[config.mk]
export PLATFORM = sky130hd
export DESIGN_NAME = rr_arbiter8
export DESIGN_NICKNAME = d
export VERILOG_FILES = /design/src/rtl/rr_arbiter8.sv
export SDC_FILE = /design/constraint.sdc
export NUM_CORES = 1
export LEC_CHECK = 0
export BUFFER_PORTS_ARGS = -buffer_cell sky130_fd_sc_hd__buf_2
export CORE_MARGIN = 1
export CORE_UTILIZATION = 45
export CTS_CLUSTER_DIAMETER = 150
export DETAILED_ROUTE_END_ITERATION = 6
export HOLD_SLACK_MARGIN = 0.12
export PLACE_DENSITY = 0.71
export REMOVE_ABC_BUFFERS = 1
export SLEW_MARGIN = 20
export SYNTH_ARGS = -nofsm -noshare
export SYNTH_HDL_FRONTEND = slang
export SYNTH_SLANG_ARGS = --single-unit
[constraint.sdc]
create_clock -name clk -period 3.55 [get_ports clk]
set_input_delay 0.355 -clock clk [delete_from_list [all_inputs] [get_ports clk]]
set_output_delay 0.355 -clock clk [all_outputs]
set_load 0.005 [all_outputs]
[src/rtl/rr_arbiter8.sv]
// rr_arbiter8: 8-way round-robin arbiter with a per-grant hold limit.
// A grant lasts until the holder signals done, drops its request, or has
// held for MAX_HOLD cycles; every grant is followed by at least one idle cycle.
module rr_arbiter8 #(
    parameter int unsigned MAX_HOLD = 15
) (
    input  logic       clk,
    input  logic       reset,
    input  logic [7:0] req,
    input  logic       done,
    output logic [7:0] gnt,
    output logic [2:0] gnt_idx,
    output logic       valid
);

    localparam int unsigned N_REQ  = 8;
    localparam int unsigned IDX_W  = 3;
    localparam int unsigned HOLD_W = 4;
    localparam logic [HOLD_W-1:0] HOLD_LAST = HOLD_W'(MAX_HOLD - 1);

    typedef enum logic {
        IDLE  = 1'b0,
        GRANT = 1'b1
    } state_t;

    state_t              state_q, state_d;
    logic [IDX_W-1:0]    ptr_q, ptr_d;
    logic [HOLD_W-1:0]   hold_cnt_q, hold_cnt_d;
    logic [N_REQ-1:0]    gnt_q, gnt_d;
    logic [IDX_W-1:0]    gnt_idx_q, gnt_idx_d;
    logic                valid_q, valid_d;

    logic [IDX_W-1:0]    sel_idx;
    logic                sel_found;
    logic [IDX_W-1:0]    cand;
    logic                release_c;

    // Find the first requester at or after ptr (mod 8); lower offsets override.
    always_comb begin
        sel_idx   = '0;
        sel_found = 1'b0;
        cand      = '0;
        for (int k = N_REQ - 1; k >= 0; k--) begin
            cand = ptr_q + IDX_W'(k);
            if (req[cand]) begin
                sel_idx   = cand;
                sel_found = 1'b1;
            end
        end
    end

    // Any release condition ends the grant; several at once still release once.
    assign release_c = done | ~req[gnt_idx_q] | (hold_cnt_q == HOLD_LAST);

    // Next-state, pointer, hold counter and registered output computation.
    always_comb begin
        state_d    = state_q;
        ptr_d      = ptr_q;
        hold_cnt_d = hold_cnt_q;
        gnt_d      = gnt_q;
        gnt_idx_d  = gnt_idx_q;
        valid_d    = valid_q;
        unique case (state_q)
            IDLE: begin
                hold_cnt_d = '0;
                if (sel_found) begin
                    state_d   = GRANT;
                    gnt_d     = N_REQ'(1) << sel_idx;
                    gnt_idx_d = sel_idx;
                    valid_d   = 1'b1;
                end
            end
            GRANT: begin
                if (release_c) begin
                    state_d    = IDLE;
                    ptr_d      = gnt_idx_q + IDX_W'(1);
                    hold_cnt_d = '0;
                    gnt_d      = '0;
                    gnt_idx_d  = '0;
                    valid_d    = 1'b0;
                end else begin
                    hold_cnt_d = hold_cnt_q + HOLD_W'(1);
                end
            end
            default: begin
                state_d = IDLE;
            end
        endcase
    end

    // State and output registers; reset clears everything without a clock.
    always_ff @(posedge clk or posedge reset) begin
        if (reset) begin
            state_q    <= IDLE;
            ptr_q      <= '0;
            hold_cnt_q <= '0;
            gnt_q      <= '0;
            gnt_idx_q  <= '0;
            valid_q    <= 1'b0;
        end else begin
            state_q    <= state_d;
            ptr_q      <= ptr_d;
            hold_cnt_q <= hold_cnt_d;
            gnt_q      <= gnt_d;
            gnt_idx_q  <= gnt_idx_d;
            valid_q    <= valid_d;
        end
    end

    assign gnt     = gnt_q;
    assign gnt_idx = gnt_idx_q;
    assign valid   = valid_q;

endmodule

==> results of run 1 <==
[worst max-delay path by stage]
stage / start / end / slack [ns] / cells after the start
finish: ptr_q[0] / gnt[0] / 0.56 / 9
global placement: ptr_q[0] / gnt[4] / 0.56 / 9
CTS: ptr_q[0] / gnt[0] / 0.58 / 9
global route: ptr_q[0] / gnt[0] / 0.37 / 9
detailed placement: ptr_q[0] / gnt[0] / 0.59 / 9
floorplan: ptr_q[0] / gnt[5] / -0.01 / 8
[routing by layer]
metal	part of all wire [%]	vias up	global-route usage [%]
met2	49	48	34.2
met4	0.17	0	2.93
met3	4.6	2	3.10
met1	46	790	30.9
met5	0	-	0
li1	-	733	-
[logic make-up (layout without fill, tap and decap cells)]
group           count (synthesis)  in the layout
simple gates                   53             53
compound gates                 44             44
mux                            32             32
flops                          20             20
buf+inv                        19             40
xor+xnor                        6              6
fa+ha+maj                       5              5
[flip-flops by register name, summed over array words and instances (netlist names)]
signal	count
ptr_q	3
gnt	8
hold_cnt_q	4
valid	1
gnt_idx	3
state_q	1
[placed cells by master, fill, tap and decap left out, drive strengths merged, types with 2 or more instances in the layout]
cell    instances
buf            25
nand2          20
dfrtp          20
mux4           16
nor2           15
o21ai          14
inv            11
mux2i          10
nand3           7
o31ai           6
mux2            6
ha              5
xnor2           4
a32o            4
clkbuf          4
a21oi           4
o22ai           3
nor2b           2
nor4            2
nand2b          2
xor2            2
a31oi           2
a311o           2
[worst reg2reg max path, delay by kind of cell (launching register included)]
| kind | cells | cell delay [ns] |
|---|---|---|
| AOI/OAI and AO/OA | 4 | 1.03 |
| xor gates and xnor gates | 1 | 0.32 |
| adders and majority gates | 1 | 0.30 |
| buffers and inverters | 1 | 0.23 |
| DFF | 1 | 0.38 |
| muxes | 2 | 0.68 |
[layout make-up]
| cell class | instances | area [um^2] | share of cell area (%) |
|---|---|---|---|
| well taps | 50 | 62.6 | 3.04 |
| multi-input cells | 140 | 1270 | 61.5 |
| clock buffers | 4 | 55.1 | 2.67 |
| repair buffers | 25 | 133 | 6.44 |
| inverters | 11 | 41.3 | 2.00 |
| flip-flops and latches | 20 | 500 | 24.3 |
[metrics by stage]
stage | instance area [um^2] | worst slack, ns | TNS (ns)
4_1_cts | 2060 | 0.575 | 0
5_1_grt | 2060 | 0.374 | 0
3_5_place_dp | 2000 | 0.591 | 0
6_report | 2060 | 0.555 | 0
3_3_place_gp | 2000 | 0.563 | 0
2_1_floorplan | 1810 | -0.0106 | -0.0106
==> impl_table.tex, run 1 <==
\begin{tabular}{lr}
\hline
Metric & Value \\
\hline
\multicolumn{2}{l}{\textbf{Finish}} \\
\quad Layout overhead on the synthesized area & 10.7\% \\
\quad Post-layout net count & 217 \\
\quad Fraction of the core area covered by cells at the end of the flow & 51.9\% \\
\quad Share of cells above drive strength 1 & 31.5\% \\
\quad Filler-free cell count of the finished design & 250 \\
\quad Number of fill cells in the layout & 370 \\
\quad N\_diodes & 0 \\
\multicolumn{2}{l}{\textbf{Worst setup path}} \\
\quad CP max FO & 19 \\
\quad Worst endpoint data arrival time & 3.19 ns \\
\quad Cells along the critical path & buf\_4 > ha\_1 > xnor2\_1 > mux4\_2 > mux2\_2 > o21ai\_2 > a2111oi\_4 > a311oi\_2 > a32o\_1 \\
\quad Required time worst endpoint & 3.75 ns \\
\quad Beginning of the worst register-to-register path & ptr\_q[0] \\
\quad Cell class contributing the biggest share of worst-path delay & compound AO/OA/AOI/OAI gates \\
\quad Endpoint class of the critical path & register \\
\quad Slack of the worst reg-to-reg path & 0.56 ns \\
\quad Startpoint class of the critical path & register \\
\quad CP max-delay cell & sky130\_fd\_sc\_hd\_\_a311oi\_2 \\
\quad Setup Crit Path Kind & reg2reg \\
\quad Register-to-Register Path Depth & 9 \\
\quad End of the worst register-to-register path & gnt[0] \\
\quad Maximum single-stage delay on the critical path & 0.46 ns \\
\quad Critical path buffers and inverters & 1 \\
\multicolumn{2}{l}{\textbf{Route}} \\
\quad Detailed-route wire length & 4.22 mm \\
\quad DRT iter0 DRCs & 100 \\
\quad Residual antenna-violating net count after detailed routing & 0 \\
\quad 1st-pass router iterations & 5 \\
\quad DRC violation count after routing & 0 \\
\quad Via count normalized by instance count & 6.29 \\
\quad Total number of vias & 1573 \\
\quad Routed len/inst & 16.9 um \\
\multicolumn{2}{l}{\textbf{Synth}} \\
\quad Synthesized instance count & 179 \\
\quad Number of synthesized flops with an enable pin & 0 \\
\quad Proportion of synthesized flip-flops having asynchronous set or reset & 100\% \\
\quad Average size of a mapped cell & 10.4 um\^{}2 \\
\quad Post-synthesis sequential element count & 20 \\
\quad Adder-cell share of the synthesized area & 3.36\% \\
\quad Count of yosys warnings during synthesis & 0 \\
\quad Top cell type by total area after synthesis & sky130\_fd\_sc\_hd\_\_dfrtp\_1 \\
\quad Main area contributors after synthesis & sky130\_fd\_sc\_hd\_\_dfrtp\_1, sky130\_fd\_sc\_hd\_\_mux4\_2, sky130\_fd\_sc\_hd\_\_mux2i\_1 \\
\quad Synth Area in Compound Gates & 19.2\% \\
\quad Post-Syn Area & 1860 um\^{}2 \\
\quad Sequential area share after synthesis & 26.9\% \\
\quad Post-synth top area share & 26.9\% \\
\quad Post-synthesis cell type count & 48 \\
\quad Synth cell count leaders & sky130\_fd\_sc\_hd\_\_dfrtp\_1, sky130\_fd\_sc\_hd\_\_nand2\_1, sky130\_fd\_sc\_hd\_\_mux4\_2, sky130\_fd\_sc\_hd\_\_nor2\_1, sky130\_fd\_sc\_hd\_\_inv\_1 \\
\quad Simple-gate share of the synthesized area & 13.3\% \\
\quad Prevailing post-synth register cell & sky130\_fd\_sc\_hd\_\_dfrtp\_1 \\
\quad Share of the synthesized netlist area taken by xor and xnor gates & 2.82\% \\
\quad Proportion of synthesized area in mux cells & 29.5\% \\
\quad Largest family of logic cells by synthesized area & multiplexers \\
\multicolumn{2}{l}{\textbf{Floorplan}} \\
\quad Cell Rows & 23 \\
\quad Core Region & 3970 um\^{}2 \\
\quad Boundary pin count & 23 \\
\quad Die height & 66.3 um \\
\quad Effective utilization at floorplan & 46.8\% \\
\quad Die Wd & 66.3 um \\
\quad Area enclosed by the die boundary & 4400 um\^{}2 \\
\multicolumn{2}{l}{\textbf{Worst hold path}} \\
\quad Worst min-delay path class & in2async \\
\multicolumn{2}{l}{\textbf{Global routing}} \\
\quad Vias in the first global route & 1443 \\
\quad Total grt overflow & 0 \\
\quad Antenna violations before repair & 0 \\
\quad Pin count of the biggest net entering global routing & 21 \\
\quad Wire length of the first global-routing pass & 7.09 mm \\
\quad Overall Global Routing Usage & 21.2\% \\
\multicolumn{2}{l}{\textbf{STA}} \\
\quad Unrepaired setup endpoints after global routing & false \\
\quad Tcrit/Tclk final & 84.4\% \\
\quad Upper clock frequency limit & 0.334 GHz \\
\quad Number of hold violations in the final report & 0 \\
\quad Minimum clock period & 2.99 ns \\
\quad Final worst hold slack & 0.208 ns \\
\quad Skew final & 0.00978 ns \\
\quad Final setup vio count & 0 \\
\quad Final Max Tran Viols & 0 \\
\quad Worst max-slew margin expressed relative to the limit & 50.9\% \\
\quad Worst slew pin tran & 0.736 ns \\
\multicolumn{2}{l}{\textbf{Clocking}} \\
\quad Clock transition at the registers of the reported paths & 0.08 ns \\
\quad Clock Latency Late Sink & 0.26 ns \\
\quad H-Tree Level Count & 1 \\
\quad Max clock buf depth & 2 \\
\quad CTS tree & done \\
\quad Resized Gates After CTS & 0 \\
\quad Cell at the root of the clock tree & sky130\_fd\_sc\_hd\_\_clkbuf\_8 \\
\quad CTS buffer count & 3 \\
\quad Post-cts hold buffer count & 0 \\
\quad Clock net sink count & 20 \\
\quad Count of buffers added by post-CTS timing repair for setup & 0 \\
\multicolumn{2}{l}{\textbf{Placement}} \\
\quad Count of placed standard cells including taps & 246 \\
\quad Final RePlAce weighted congestion & 0.909 \\
\quad HPWL after detailed placement & 3.05 mm \\
\quad Number of port buffers & 22 \\
\multicolumn{2}{l}{\textbf{Run}} \\
\quad Number of violations of the max-capacitance limit & 0 \\
\multicolumn{2}{l}{\textbf{Outcome}} \\
\quad Status & finished clean \\
\hline
\end{tabular}
Power of run 1 is not shown: default switching activity piles up to over one toggle a cycle in this logic, so the estimate is an artifact.
==> run 2, diff against run 1 <==
Settings changed: ABC_AREA set to 1, PLACE_DENSITY 0.71 to 0.72.
Clock period 3.55 ns to 3 ns, I/O delays scaled along.
==> impl_table.tex, run 2 <==
\begin{tabular}{lr}
\hline
Metric & Value \\
\hline
\multicolumn{2}{l}{\textbf{Floorplan}} \\
\quad Cell Rows & 21 (-8.7\%) \\
\quad Die Wd & 61.9 um (-6.6\%) \\
\quad Boundary pin count & 23 (unchanged) \\
\quad Die height & 61.9 um (-6.6\%) \\
\quad Core Region & 3390 um\^{}2 (-15\%) \\
\quad Area enclosed by the die boundary & 3830 um\^{}2 (-13\%) \\
\quad Effective utilization at floorplan & 47.7\% (+0.81 points) \\
\multicolumn{2}{l}{\textbf{Worst setup path}} \\
\quad Startpoint class of the critical path & register \\
\quad Start point of the critical path & ptr\_q[1] \\
\quad CP max FO & 10 (-9) \\
\quad Required time worst endpoint & 3.24 ns (-0.51 ns) \\
\quad Setup Crit Path Kind & reg2reg \\
\quad Maximum single-stage delay on the critical path & 0.54 ns (+0.08 ns) \\
\quad Beginning of the worst register-to-register path & ptr\_q[1] \\
\quad CP max-delay cell & sky130\_fd\_sc\_hd\_\_dfrtp\_1 \\
\quad Dominant cell type by count on the critical path & sky130\_fd\_sc\_hd\_\_nand2\_2 \\
\quad Cells along the critical path & inv\_4 > ha\_1 > inv\_1 > nand3\_1 > nand3\_2 > nand2\_2 > inv\_2 > nand3\_1 > nor3\_2 > nand4\_1 > nand2\_2 > nand2\_2 > clkinv\_4 > nand2\_1 > o21ai\_1 \\
\quad Worst endpoint data arrival time & 2.74 ns (-0.45 ns) \\
\quad Endpoint class of the critical path & register \\
\multicolumn{2}{l}{\textbf{STA}} \\
\quad Tcrit/Tclk final & 83.1\% (-1.3 points) \\
\quad Setup slack after layout & 0.508 ns (-0.0470 ns) \\
\quad Worst slew pin tran & 0.750 ns (+0.0144 ns) \\
\quad Skew final & 0.00213 ns (-0.00766 ns) \\
\quad Upper clock frequency limit & 0.401 GHz (+20\%) \\
\quad Number of hold violations in the final report & 0 (unchanged) \\
\quad Final Max Tran Viols & 0 (unchanged) \\
\quad Minimum clock period & 2.49 ns (-0.503 ns) \\
\quad Final total negative setup slack & 0 ns (unchanged) \\
\quad Final setup vio count & 0 (unchanged) \\
\quad Worst max-slew margin expressed relative to the limit & 49.9\% (-0.96 points) \\
\quad Unrepaired setup endpoints after global routing & false \\
\multicolumn{2}{l}{\textbf{Placement}} \\
\quad Number of port buffers & 22 (unchanged) \\
\quad Final RePlAce weighted congestion & 0.912 (+0.35\%) \\
\quad Setup Slack @ Placement & 0.536 ns (-0.0550 ns) \\
\quad HPWL after detailed placement & 2.90 mm (-4.9\%) \\
\quad Area after DPL & 1750 um\^{}2 (-13\%) \\
\multicolumn{2}{l}{\textbf{Finish}} \\
\quad Post-layout net count & 279 (+29\%) \\
\quad Number of fill cells in the layout & 346 (-6.5\%) \\
\quad Commonest non-fill, non-tap cell in the layout & sky130\_fd\_sc\_hd\_\_nand2\_1 \\
\quad Layout overhead on the synthesized area & 12.3\% \\
\quad N\_diodes & 0 (unchanged) \\
\quad Top library cells by usage in the layout, fill and taps aside & sky130\_fd\_sc\_hd\_\_nand2\_1, sky130\_fd\_sc\_hd\_\_nand3\_1, sky130\_fd\_sc\_hd\_\_inv\_1, sky130\_fd\_sc\_hd\_\_buf\_2, sky130\_fd\_sc\_hd\_\_dfrtp\_1 \\
\quad Flip-flop count of the largest register, all copies and words added & 8 (unchanged) \\
\quad Fraction of the core area covered by cells at the end of the flow & 53.5\% (+1.7 points) \\
\quad Share of cells above drive strength 1 & 24.8\% (-6.7 points) \\
\quad Finished Cell Area & 1810 um\^{}2 (-12\%) \\
\multicolumn{2}{l}{\textbf{Route}} \\
\quad Detailed-route wire length & 3.61 mm (-14\%) \\
\quad 1st-pass router iterations & 4 (-1) \\
\quad DRT iter0 DRCs & 67 (-33\%) \\
\quad Routed len/inst & 11.7 um (-31\%) \\
\quad Via count normalized by instance count & 4.96 (-21\%) \\
\quad DRC violation count after routing & 0 (unchanged) \\
\quad Total number of vias & 1527 (-2.9\%) \\
\quad Residual antenna-violating net count after detailed routing & 0 (unchanged) \\
\multicolumn{2}{l}{\textbf{Synth}} \\
\quad Count of yosys warnings during synthesis & 0 (unchanged) \\
\quad Synth cell count leaders & sky130\_fd\_sc\_hd\_\_nand2\_1, sky130\_fd\_sc\_hd\_\_nand3\_1, sky130\_fd\_sc\_hd\_\_inv\_1, sky130\_fd\_sc\_hd\_\_dfrtp\_1, sky130\_fd\_sc\_hd\_\_nand2\_2 \\
\quad Post-synthesis sequential element count & 20 (unchanged) \\
\quad Sequential area share after synthesis & 31.0\% (+4.1 points) \\
\quad Prevailing post-synth register cell & sky130\_fd\_sc\_hd\_\_dfrtp\_1 \\
\quad Main area contributors after synthesis & sky130\_fd\_sc\_hd\_\_dfrtp\_1, sky130\_fd\_sc\_hd\_\_nand2\_1, sky130\_fd\_sc\_hd\_\_nand3\_1 \\
\quad Post-synth top area share & 31.0\% (+4.1 points) \\
\quad Synthesized instance count & 238 (+33\%) \\
\quad Proportion of synthesized flip-flops having asynchronous set or reset & 100\% (unchanged) \\
\quad Post-Syn Area & 1620 um\^{}2 (-13\%) \\
\quad Average size of a mapped cell & 6.79 um\^{}2 (-35\%) \\
\quad Number of synthesized flops with an enable pin & 0 (unchanged) \\
\quad Post-synthesis cell type count & 25 (-48\%) \\
\quad Top cell type by total area after synthesis & sky130\_fd\_sc\_hd\_\_dfrtp\_1 \\
\quad Leading cell type by number of instances after synthesis & sky130\_fd\_sc\_hd\_\_nand2\_1 \\
\multicolumn{2}{l}{\textbf{Global routing}} \\
\quad Vias in the first global route & 1376 (-4.6\%) \\
\quad Antenna violations before repair & 0 (unchanged) \\
\quad Overall Global Routing Usage & 22.3\% (+1.0 points) \\
\quad Total grt overflow & 0 (unchanged) \\
\quad Pin count of the biggest net entering global routing & 21 (unchanged) \\
\quad Wire length of the first global-routing pass & 6.24 mm (-12\%) \\
\multicolumn{2}{l}{\textbf{Worst hold path}} \\
\quad Min-Delay Startpoint & done \\
\quad Worst min-delay path class & in2reg \\
\multicolumn{2}{l}{\textbf{Clocking}} \\
\quad Cell at the root of the clock tree & sky130\_fd\_sc\_hd\_\_clkbuf\_4 \\
\quad Clock Latency Late Sink & 0.31 ns (+0.05 ns) \\
\quad Max clock buf depth & 2 (unchanged) \\
\quad Count of buffers added by post-CTS timing repair for setup & 0 (unchanged) \\
\quad Post-cts hold buffer count & 1 (+1) \\
\quad Resized Gates After CTS & 0 (unchanged) \\
\quad CTS tree & done \\
\quad Clock transition at the registers of the reported paths & 0.11 ns (+0.03 ns) \\
\quad Clock net sink count & 20 (unchanged) \\
\quad H-Tree Level Count & 1 (unchanged) \\
\quad CTS buffer count & 3 (unchanged) \\
\multicolumn{2}{l}{\textbf{Outcome}} \\
\quad Status & finished clean \\
\multicolumn{2}{l}{\textbf{Run}} \\
\quad Number of violations of the max-capacitance limit & 0 (unchanged) \\
\hline
\end{tabular}
[run 2: path summary, 6_finish.rpt]
check                      depth (start not counted)             to  slack, ns
setup reg to reg                                  15         gnt[1]       0.51
setup / recovery                                  15         gnt[1]       0.51
hold / removal                                     5  hold_cnt_q[1]       0.46
max in group asynchronous                          3       ptr_q[1]       1.87
min in group asynchronous                          3         gnt[4]       0.67
hold reg to reg                                    2         gnt[2]       0.49
[run 2: per-stage QoR]
| stage | hold WS [ns] | cells |
|---|---|---|
| global placement | 0.458 | 303 |
| finish | 0.460 | 308 |
| detailed placement | 0.461 | 303 |
| floorplan | 0.264 | 234 |
| CTS | 0.460 | 308 |
| global route | 0.471 | 308 |
[run 2: critical path: cells and delay by family (launching register included)]
kind / cells / cell delay, ns
simple gates: 9 / 0.94
flops: 1 / 0.54
buf+inv: 4 / 0.46
fa+ha+maj: 1 / 0.42
compound gates: 1 / 0.07
[run 2: layout make-up]
cell class	instances	area (um^2)	share of cell area (%)
Multi-Input combinational cell	183	952	52.5
Sequential cell	20	500	27.6
Timing Repair Buffer	24	128	7.03
Inverter	31	124	6.83
Tap cell	46	57.6	3.17
Clock inverter	1	30.0	1.66
Clock buffer	3	22.5	1.24
[run 2: cells by family (layout without fill, tap and decap cells)]
| group | Yosys count | count (layout) | synth area share (%) |
|---|---|---|---|
| flops | 20 | 20 | 31.0 |
| compound gates | 25 | 25 | 8.60 |
| buf+inv | 35 | 59 | 10.1 |
| fa+ha+maj | 5 | 5 | 3.87 |
| xor+xnor | 3 | 3 | 1.63 |
| simple gates | 150 | 150 | 44.8 |
[run 2: per-layer routing]
layer | wire length [um] | global-route usage (%) | vias to the layer above
met4 | 106 | 11.4 | 0
met3 | 102 | 2.07 | 8
met5 | 0 | 0 | -
met2 | 1650 | 36.4 | 31
li1 | - | - | 813
met1 | 1750 | 29.4 | 675
Power of run 2 is left out for the same reason.
